`config.mk`:
```
export PLATFORM = sky130hd
export DESIGN_NAME = matmul_ctrl
export DESIGN_NICKNAME = d
export VERILOG_FILES = /design/src/rtl/matmul_pkg.sv /design/src/rtl/matmul_ctrl_cnt.sv /design/src/rtl/matmul_ctrl.sv
export SDC_FILE = /design/constraint.sdc
export NUM_CORES = 1
export LEC_CHECK = 0
export BUFFER_PORTS_ARGS = -buffer_cell sky130_fd_sc_hd__buf_2
export CAP_MARGIN = 10
export CORE_UTILIZATION = 40
export DETAILED_ROUTE_END_ITERATION = 12
export MAX_ROUTING_LAYER = met4
export SLEW_MARGIN = 20
export SYNTH_ARGS = -nofsm -noshare
export SYNTH_HDL_FRONTEND = slang
export SYNTH_SLANG_ARGS = --single-unit
```
`constraint.sdc`:
```
create_clock -name clk_i -period 2 [get_ports clk_i]
set_clock_uncertainty 0.15 [all_clocks]
set_input_delay 0.1 -clock clk_i [delete_from_list [all_inputs] [get_ports clk_i]]
set_output_delay 0.1 -clock clk_i [all_outputs]
set_load 0.02 [all_outputs]
```
`src/rtl/matmul_pkg.sv`:
```
// matmul_pkg: shared constants, controller state type and latency helper for the matmul block
package matmul_pkg;

    localparam int DATA_WIDTH = 8;
    localparam int MAX_DIM    = 4;
    localparam int DIM_W      = $clog2(MAX_DIM);
    localparam int CNT_W      = $clog2(3 * MAX_DIM);

    typedef enum logic [2:0] {IDLE, CLEAR, FEED, DRAIN, WRITE, DONE} ctrl_state_t;

    // pe_valid window length Nk+Nn+Nm-2, expressed on the minus-one encoded fields
    function automatic logic [CNT_W-1:0] latency(input logic [DIM_W-1:0] n, input logic [DIM_W-1:0] k,
                                                 input logic [DIM_W-1:0] m);
        return CNT_W'(n) + CNT_W'(k) + CNT_W'(m) + CNT_W'(1);
    endfunction

endpackage

```
`src/rtl/matmul_ctrl_cnt.sv`:
```
// matmul_ctrl_cnt: loadable saturating down-counter with a zero flag
module matmul_ctrl_cnt
    import matmul_pkg::*;
(
    input  logic             clk_i,
    input  logic             rst_ni,
    input  logic             load_i,
    input  logic [CNT_W-1:0] load_val_i,
    input  logic             dec_i,
    output logic             zero_o
);

    logic [CNT_W-1:0] cnt_q;

    // load has priority over decrement; decrement holds at zero
    always_ff @(posedge clk_i or negedge rst_ni) begin
        if (!rst_ni)
            cnt_q <= '0;
        else if (load_i)
            cnt_q <= load_val_i;
        else if (dec_i && cnt_q != '0)
            cnt_q <= cnt_q - CNT_W'(1);
    end

    assign zero_o = cnt_q == '0;

endmodule

```
`src/rtl/matmul_ctrl.sv`:
```
// matmul_ctrl: sequences clear, operand feed, wavefront drain and result write-back for the systolic array
module matmul_ctrl
    import matmul_pkg::*;
(
    input  logic             clk_i,
    input  logic             rst_ni,
    input  logic             start_i,
    input  logic [DIM_W-1:0] dim_n_i,
    input  logic [DIM_W-1:0] dim_k_i,
    input  logic [DIM_W-1:0] dim_m_i,
    output logic             busy_o,
    output logic             done_o,
    output logic             pe_clear_o,
    output logic             op_rd_en_o,
    output logic [DIM_W-1:0] op_rd_idx_o,
    output logic             pe_valid_o,
    output logic             res_wr_en_o,
    output logic [DIM_W-1:0] res_row_o
);

    ctrl_state_t      state_q, state_d;
    logic [DIM_W-1:0] n_q, k_q, m_q;
    logic             p_zero, v_zero;
    logic             p_load, p_dec, v_load, v_dec;
    logic [CNT_W-1:0] p_val;

    // phase counter times FEED (loaded with K-1) and WRITE (loaded with N-1)
    assign p_load = state_q == CLEAR || (state_q == DRAIN && v_zero);
    assign p_val  = state_q == CLEAR ? CNT_W'(k_q) : CNT_W'(n_q);
    assign p_dec  = state_q == FEED || state_q == WRITE;

    // valid counter runs the pe_valid window, lagging the operand reads by one cycle
    assign v_load = state_q == CLEAR;
    assign v_dec  = state_q == FEED || state_q == DRAIN;

    matmul_ctrl_cnt u_phase_cnt (
        .clk_i      (clk_i),
        .rst_ni     (rst_ni),
        .load_i     (p_load),
        .load_val_i (p_val),
        .dec_i      (p_dec),
        .zero_o     (p_zero)
    );

    matmul_ctrl_cnt u_valid_cnt (
        .clk_i      (clk_i),
        .rst_ni     (rst_ni),
        .load_i     (v_load),
        .load_val_i (latency(n_q, k_q, m_q)),
        .dec_i      (v_dec),
        .zero_o     (v_zero)
    );

    // next-state decode
    always_comb begin
        state_d = state_q;
        case (state_q)
            IDLE:    state_d = start_i ? CLEAR : IDLE;
            CLEAR:   state_d = FEED;
            FEED:    state_d = p_zero ? DRAIN : FEED;
            DRAIN:   state_d = v_zero ? WRITE : DRAIN;
            WRITE:   state_d = p_zero ? DONE : WRITE;
            DONE:    state_d = IDLE;
            default: state_d = IDLE;
        endcase
    end

    // state register and dimension capture on an accepted start
    always_ff @(posedge clk_i or negedge rst_ni) begin
        if (!rst_ni) begin
            state_q <= IDLE;
            n_q     <= '0;
            k_q     <= '0;
            m_q     <= '0;
        end else begin
            state_q <= state_d;
            if (state_q == IDLE && start_i) begin
                n_q <= dim_n_i;
                k_q <= dim_k_i;
                m_q <= dim_m_i;
            end
        end
    end

    // outputs registered from the next state so they change cleanly on the clock edge
    always_ff @(posedge clk_i or negedge rst_ni) begin
        if (!rst_ni) begin
            busy_o      <= 1'b0;
            done_o      <= 1'b0;
            pe_clear_o  <= 1'b0;
            op_rd_en_o  <= 1'b0;
            op_rd_idx_o <= '0;
            pe_valid_o  <= 1'b0;
            res_wr_en_o <= 1'b0;
            res_row_o   <= '0;
        end else begin
            busy_o      <= state_d inside {CLEAR, FEED, DRAIN, WRITE};
            done_o      <= state_d == DONE;
            pe_clear_o  <= state_d == CLEAR;
            op_rd_en_o  <= state_d == FEED;
            op_rd_idx_o <= state_d == FEED && state_q == FEED ? op_rd_idx_o + DIM_W'(1) : '0;
            pe_valid_o  <= (state_q == FEED || state_q == DRAIN) && !v_zero;
            res_wr_en_o <= state_d == WRITE;
            res_row_o   <= state_d == WRITE && state_q == WRITE ? res_row_o + DIM_W'(1) : '0;
        end
    end

endmodule

```
==> Word level (Yosys, flattened, before mapping) <==
Cells that the tools add are included.
{ "classes": {"order_cmp": 0, "eq_ne": 9, "n_reduce_logical": 19, "n_bitwise": 0, "n_mux": 12, "n_shift": 0, "div_mod_pow": 0, "add_sub_neg": 7, "n_mul": 0} }
{ "op_table": {"columns": ["cell", "n"], "rows": [
  ["4-bit 2-to-1 mux", 4],
  ["3-bit one-hot mux with 5 select lines", 1],
  ["3-bit by 2-bit == test with 1-bit output (second input constant)", 4],
  ["4-bit nonzero test", 3],
  ["3-bit == test (second input constant)", 3],
  ["4-bit logical NOT", 2],
  ["4-bit by 1-bit subtractor with 4-bit output (second input constant)", 2],
  ["1-bit logical AND", 7],
  ["3-bit by 1-bit == test with 1-bit output (second input constant)", 2],
  ["2-bit 2-to-1 mux", 3],
  ["2-bit by 1-bit adder with 2-bit output (second input constant)", 2],
  ["3-bit by 2-bit adder with 4-bit output", 1],
  ["4-bit by 1-bit adder with 4-bit output (second input constant)", 1],
  ["2-bit nonzero test", 2],
  ["2-bit by 2-bit adder with 3-bit output", 1],
  ["3-bit logical NOT", 1],
  ["1-bit logical OR", 3],
  ["1-bit 2-to-1 mux", 3],
  ["3-bit 2-to-1 mux", 1],
  ["1-bit logical NOT", 1]
]} }
{ "word_totals": {"mem_bits_ro": 0, "in_bits": 9, "ramBits": 0, "latch_bits": 0, "register_bits": 27, "mem_count": 0} }

==> Logic depth before layout (Yosys ltp) <==
{ "logic_depth": {"depth_word": 6, "depth_mapped": 9} }

==> By module <==
From an unflattened synthesis, not the netlist that was laid out.
{ "hier_totals": {"hier_cells": 136, "hier_area_um2": 1475.2} }
{ "modules_own_cells": {"columns": ["mod", "cells_each", "area_per_inst_um2", "seq_area_each_um2", "instances"], "rows": [
  ["matmul_ctrl", 82, 934.6, 475.5, 1],
  ["matmul_ctrl_cnt", 27, 270.3, 100.1, 2]
]} }

==> Worst setup path after synthesis <==
No wires, ideal clock.
{ "synth_timing": {"kind": "register to register", "from": "register n_q[1]", "to": "register u_valid_cnt.cnt_q[2]", "required_ps": 1712, "path_slack_ps": 56, "setup_time_ps": 138, "n_path_buf": 0, "arrival_ps": 1656, "path_stages_with_launch": 7, "path_cell_list": "dfrtp_1 > fa_1 > inv_1 > fa_1 > xnor2_1 > nand2_1 > o21ai_0"} }
{ "synth_between": {"elab_chain_len": 4} }
{ "synth_lines": {"columns": ["item", "line_no", "text"], "rows": [
  ["start: declaration", "matmul_ctrl.sv:22", "logic [DIM_W-1:0] n_q, k_q, m_q;"],
  ["start signal: assignment", "matmul_ctrl.sv:78", "n_q <= dim_n_i;"],
  ["2-bit by 2-bit adder with 3-bit output", "matmul_pkg.sv:14", "return CNT_W'(n) + CNT_W'(k) + CNT_W'(m) + CNT_W'(1);"],
  ["3-bit by 2-bit adder with 4-bit output", "matmul_pkg.sv:14", null],
  ["4-bit by 1-bit adder with 4-bit output", "matmul_pkg.sv:14", null],
  ["4-bit 2-to-1 mux", "matmul_ctrl_cnt.sv:19", "else if (load_i)"],
  ["end signal: assignment", "matmul_ctrl_cnt.sv:20", "cnt_q <= load_val_i;"],
  ["end signal: assignment", "matmul_ctrl_cnt.sv:22", "cnt_q <= cnt_q - CNT_W'(1);"],
  ["end: declaration", "matmul_ctrl_cnt.sv:13", "logic [CNT_W-1:0] cnt_q;"]
]} }
No other way between the ends.
A chain may end at the register's enable or synchronous reset.

==> Worst setup path in the final report <==
{ "layout_timing": {"from": "register m_q[1]", "to": "register u_valid_cnt.cnt_q[2]"} }
{ "layout_between": {"elab_chain_len": 3} }
{ "layout_lines": {"columns": ["item", "line_no", "text"], "rows": [
  ["start: declaration", "matmul_ctrl.sv:22", null],
  ["start signal: assignment", "matmul_ctrl.sv:80", "m_q <= dim_m_i;"],
  ["3-bit by 2-bit adder with 4-bit output", "matmul_pkg.sv:14", null],
  ["4-bit by 1-bit adder with 4-bit output", "matmul_pkg.sv:14", null],
  ["4-bit 2-to-1 mux", "matmul_ctrl_cnt.sv:19", null]
]} }
No other way between the ends.

==> results by group <==
Run status
  • Status: completed

Critical path
  • CP max stage cell: fa_1
  • Crit path max-delay family: adder cells
  • Critical path arrival: 1.99 ns
  • Critical Path RT: 2.07 ns
  • CP max stage delay: between 0.5 and 0.6 ns
  • Sum of buffers and inverters on the critical path: 1
  • Endpoint class of the critical path: flip-flop
  • Setup crit start kind: flip-flop
  • Sequence of cells on the critical path: fa_1 > inv_1 > fa_2 > xnor2_2 > nand2_1 > o21ai_0
  • Setup Crit Path Kind: reg2reg
  • Crit-path max FO: 2

Global route
  • Overflow after GRT: 0
  • GRT Overall Usage: 0.146
  • Initial antenna violation count: 0
  • Largest net degree at the start of global routing: 28
  • Number of global-route vias before repair: 882
  • First-pass GRT wire length: 3800 um

Final layout
  • # diodes: 0
  • Final instance area: 1690 sq um
  • Layout area overhead: 20.8%
  • Nets: 178
  • Layout Cells excl Fill: 205
  • Layout cells sized above 1: 0.277
  • Fillers: 319

STA
  • Highest Clock Rate: 0.521 GHz
  • Period utilisation layout: 0.960
  • Slew Limit Fails: 0
  • TNS Setup: 0 ns
  • Rel. slew slack: 0.606
  • Measured slew at the worst slew-check pin: 0.592 ns
  • Shortest period the worst path allows: about 1.9 ns
  • RSZ-0062 raised after global routing: no
  • Fin. Hold Viols: 0
  • Final worst slack: just over 0.08 ns
  • Endpoints failing setup: 0

Synthesis
  • Synth Area in Simple Gates: 0.182
  • Synth Area in Compound Gates: 0.0339
  • Mapped Cells: around 130
  • YS warnings: 0
  • Flops & latches, synth: 27
  • Adder-cell share of the synthesized area: 0.0910
  • Synth Area in XOR/XNOR: 0.0500
  • Post-Syn Nets: 143
  • Register area share after synthesis: 0.482
  • Syn avg cell area: 11.2 sq um
  • Mapped Area: 1400 sq um
  • Main combinational cell family by area after synthesis: simple AND/OR/NAND/NOR gates
  • Post-synth cell types: 29
  • Multiplexer area fraction after synthesis: 0.112

Routing
  • DR DRC count: 0
  • DRT iter0 DRCs: 40
  • Vias: 960
  • Post-route ant nets: 0
  • DR pass1 iterations: 4
  • Vias per cell: 4.68
  • WL final: between 2000 and 2500 um
  • WL per Instance: 11.3 um

Die
  • Starting Density: 0.420
  • Die area: around 3700 sq um
  • Area of the core: 3340 sq um
  • Io pins: 19
  • # rows: 21
  • Die W: roughly 60 um
  • Chip Height: 61.2 um

Placement
  • Placed Cells incl. Taps: 192
  • Placed Area: 1570 sq um
  • Port Buffers: 18
  • Routability Congestion: 0.720
  • Setup WS pre-CTS: -0.00999 ns
  • Final HPWL DP: 1730 um

Power
  • Static Leakage: between 0.8 and 0.9 nW
  • PD cells: about 1500 nW/um^2
  • VDD IR max: 642 uV
  • Pwr Total: 2.61 mW

Flow run
  • Max_cap viols: 0

Clock network
  • Buffer depth of the longest clock path: 2
  • Root Driver: clkbuf_4
  • CTS tree: done
  • Reg clk slew, reported paths: 0.14 ns
  • Htree depth: 1
  • Cts bufs inserted: 3
  • Clk_lat worst skew: approximately 0.32 ns
  • # clock sinks: 27

Min path
  • Hold crit path type: in2async
power breakdown:
group | switching (mW) | internal [mW] | total, mW | leakage (nW)
Combinational | 0.680 | 0.733 | 1.41 | 0.466
Sequential | 0.201 | 0.767 | 0.968 | 0.329
Clock | 0.154 | 0.0781 | 0.232 | 0.0150
cells in the mapped netlist (all sizes together):
cell	number	area share
nor4	2	0.0089
mux2i	9	0.064
or2	1	0.0045
nor2b	1	0.0045
nor3b	3	0.024
xor2	1	0.0062
nor4b	1	0.017
ha	7	0.062
o21a	1	0.0054
or3	1	0.0045
nand3	3	0.011
mux2	6	0.048
xnor2	7	0.044
dfrtp	27	0.48
buf	3	0.020
fa	2	0.029
nor3	6	0.025
nand2	9	0.024
inv	11	0.029
nor2	10	0.029
o21ai	6	0.021
or3b	1	0.0080
nand2b	3	0.013
and3	2	0.0089
a21oi	2	0.0071
sequential cells by signal, summed over array words and instances (netlist names):
register           cells
u_valid_cnt.cnt_q      4
op_rd_idx_o            2
m_q                    2
pe_valid_o             1
k_q                    2
res_wr_en_o            1
res_row_o              2
op_rd_en_o             1
state_q                3
u_phase_cnt.cnt_q      4
busy_o                 1
pe_clear_o             1
n_q                    2
done_o                 1
layout by cell type, fill, tap and decap left out, types with 5 or more instances in the layout:
cell type / synthesis / final
dfrtp_1: 27 / 27
buf_2: 1 / 18
inv_1: 11 / 10
nor2_1: 9 / 9
nand2_1: 9 / 9
mux2i_1: 9 / 9
dlygate4sd3_1: 0 / 8
buf_4: 0 / 7
o21ai_0: 6 / 6
xnor2_1: 7 / 6
mux2_2: 6 / 6
ha_1: 7 / 6
nor3_1: 5 / 5
cells by family after synthesis:
group / after synthesis
simple gates: 43
compound gates: 9
fa+ha+maj: 9
buf+inv: 14
flops: 27
mux: 15
xor+xnor: 8
metal layers:
| layer | wire length (um) | vias to the layer above | GRT usage |
|---|---|---|---|
| li1 | - | 486 | - |
| met1 | 1020 | 447 | 0.163 |
| met2 | 1170 | 25 | 0.252 |
| met3 | 103 | 2 | 0.0441 |
| met4 | 22 | 0 | 0.0390 |
| met5 | 0 | - | - |
path summary, 6_finish.rpt:
| kind | startpoint | to | slack, ns | depth (start not counted) |
|---|---|---|---|---|
| max in group asynchronous | rst_ni | res_row_o[0] | 1.17 | 2 |
| hold reg to reg | res_row_o[0] | res_row_o[0] | 0.32 | 1 |
| min in group clk_i | res_row_o[0] | res_row_o[0] | 0.32 | 1 |
| hold / removal | rst_ni | u_phase_cnt.cnt_q[1] | 0.14 | 2 |
| setup reg to reg | m_q[1] | u_valid_cnt.cnt_q[2] | 0.08 | 6 |
| setup / recovery | m_q[1] | u_valid_cnt.cnt_q[2] | 0.08 | 6 |
cell type report:
type / instances / area, sq um / area share
flip-flops and latches: 27 / 676 / 0.399
multi-input cells: 84 / 671 / 0.396
repair buffers: 33 / 223 / 0.131
well taps: 46 / 57.6 / 0.0340
inverters: 11 / 41.3 / 0.0244
clock buffers: 4 / 26.3 / 0.0155
worst register-to-register path: stages (launching register included):
cell	delay [ns]
dfrtp_1	0.43
fa_1	0.57
inv_1	0.07
fa_2	0.35
xnor2_2	0.13
nand2_1	0.06
o21ai_0	0.07
metrics by stage:
step	util	hold slack [ns]
floorplan	-	-0.346
finish	0.508	0.142
detailed placement	0.470	-0.00567
CTS	0.502	0.162
global route	0.508	0.200
global placement	0.470	-0.0112
what timing repair did:
action	4_1_cts	5_1_grt
setup endpoints to repair	1	2
hold buffers	8	0
gates resized for setup	1	3
pin swaps	0	2
endpoints found under the hold margin	34	0
buffers inserted	0	1
Power figures use the tool's default switching activity.
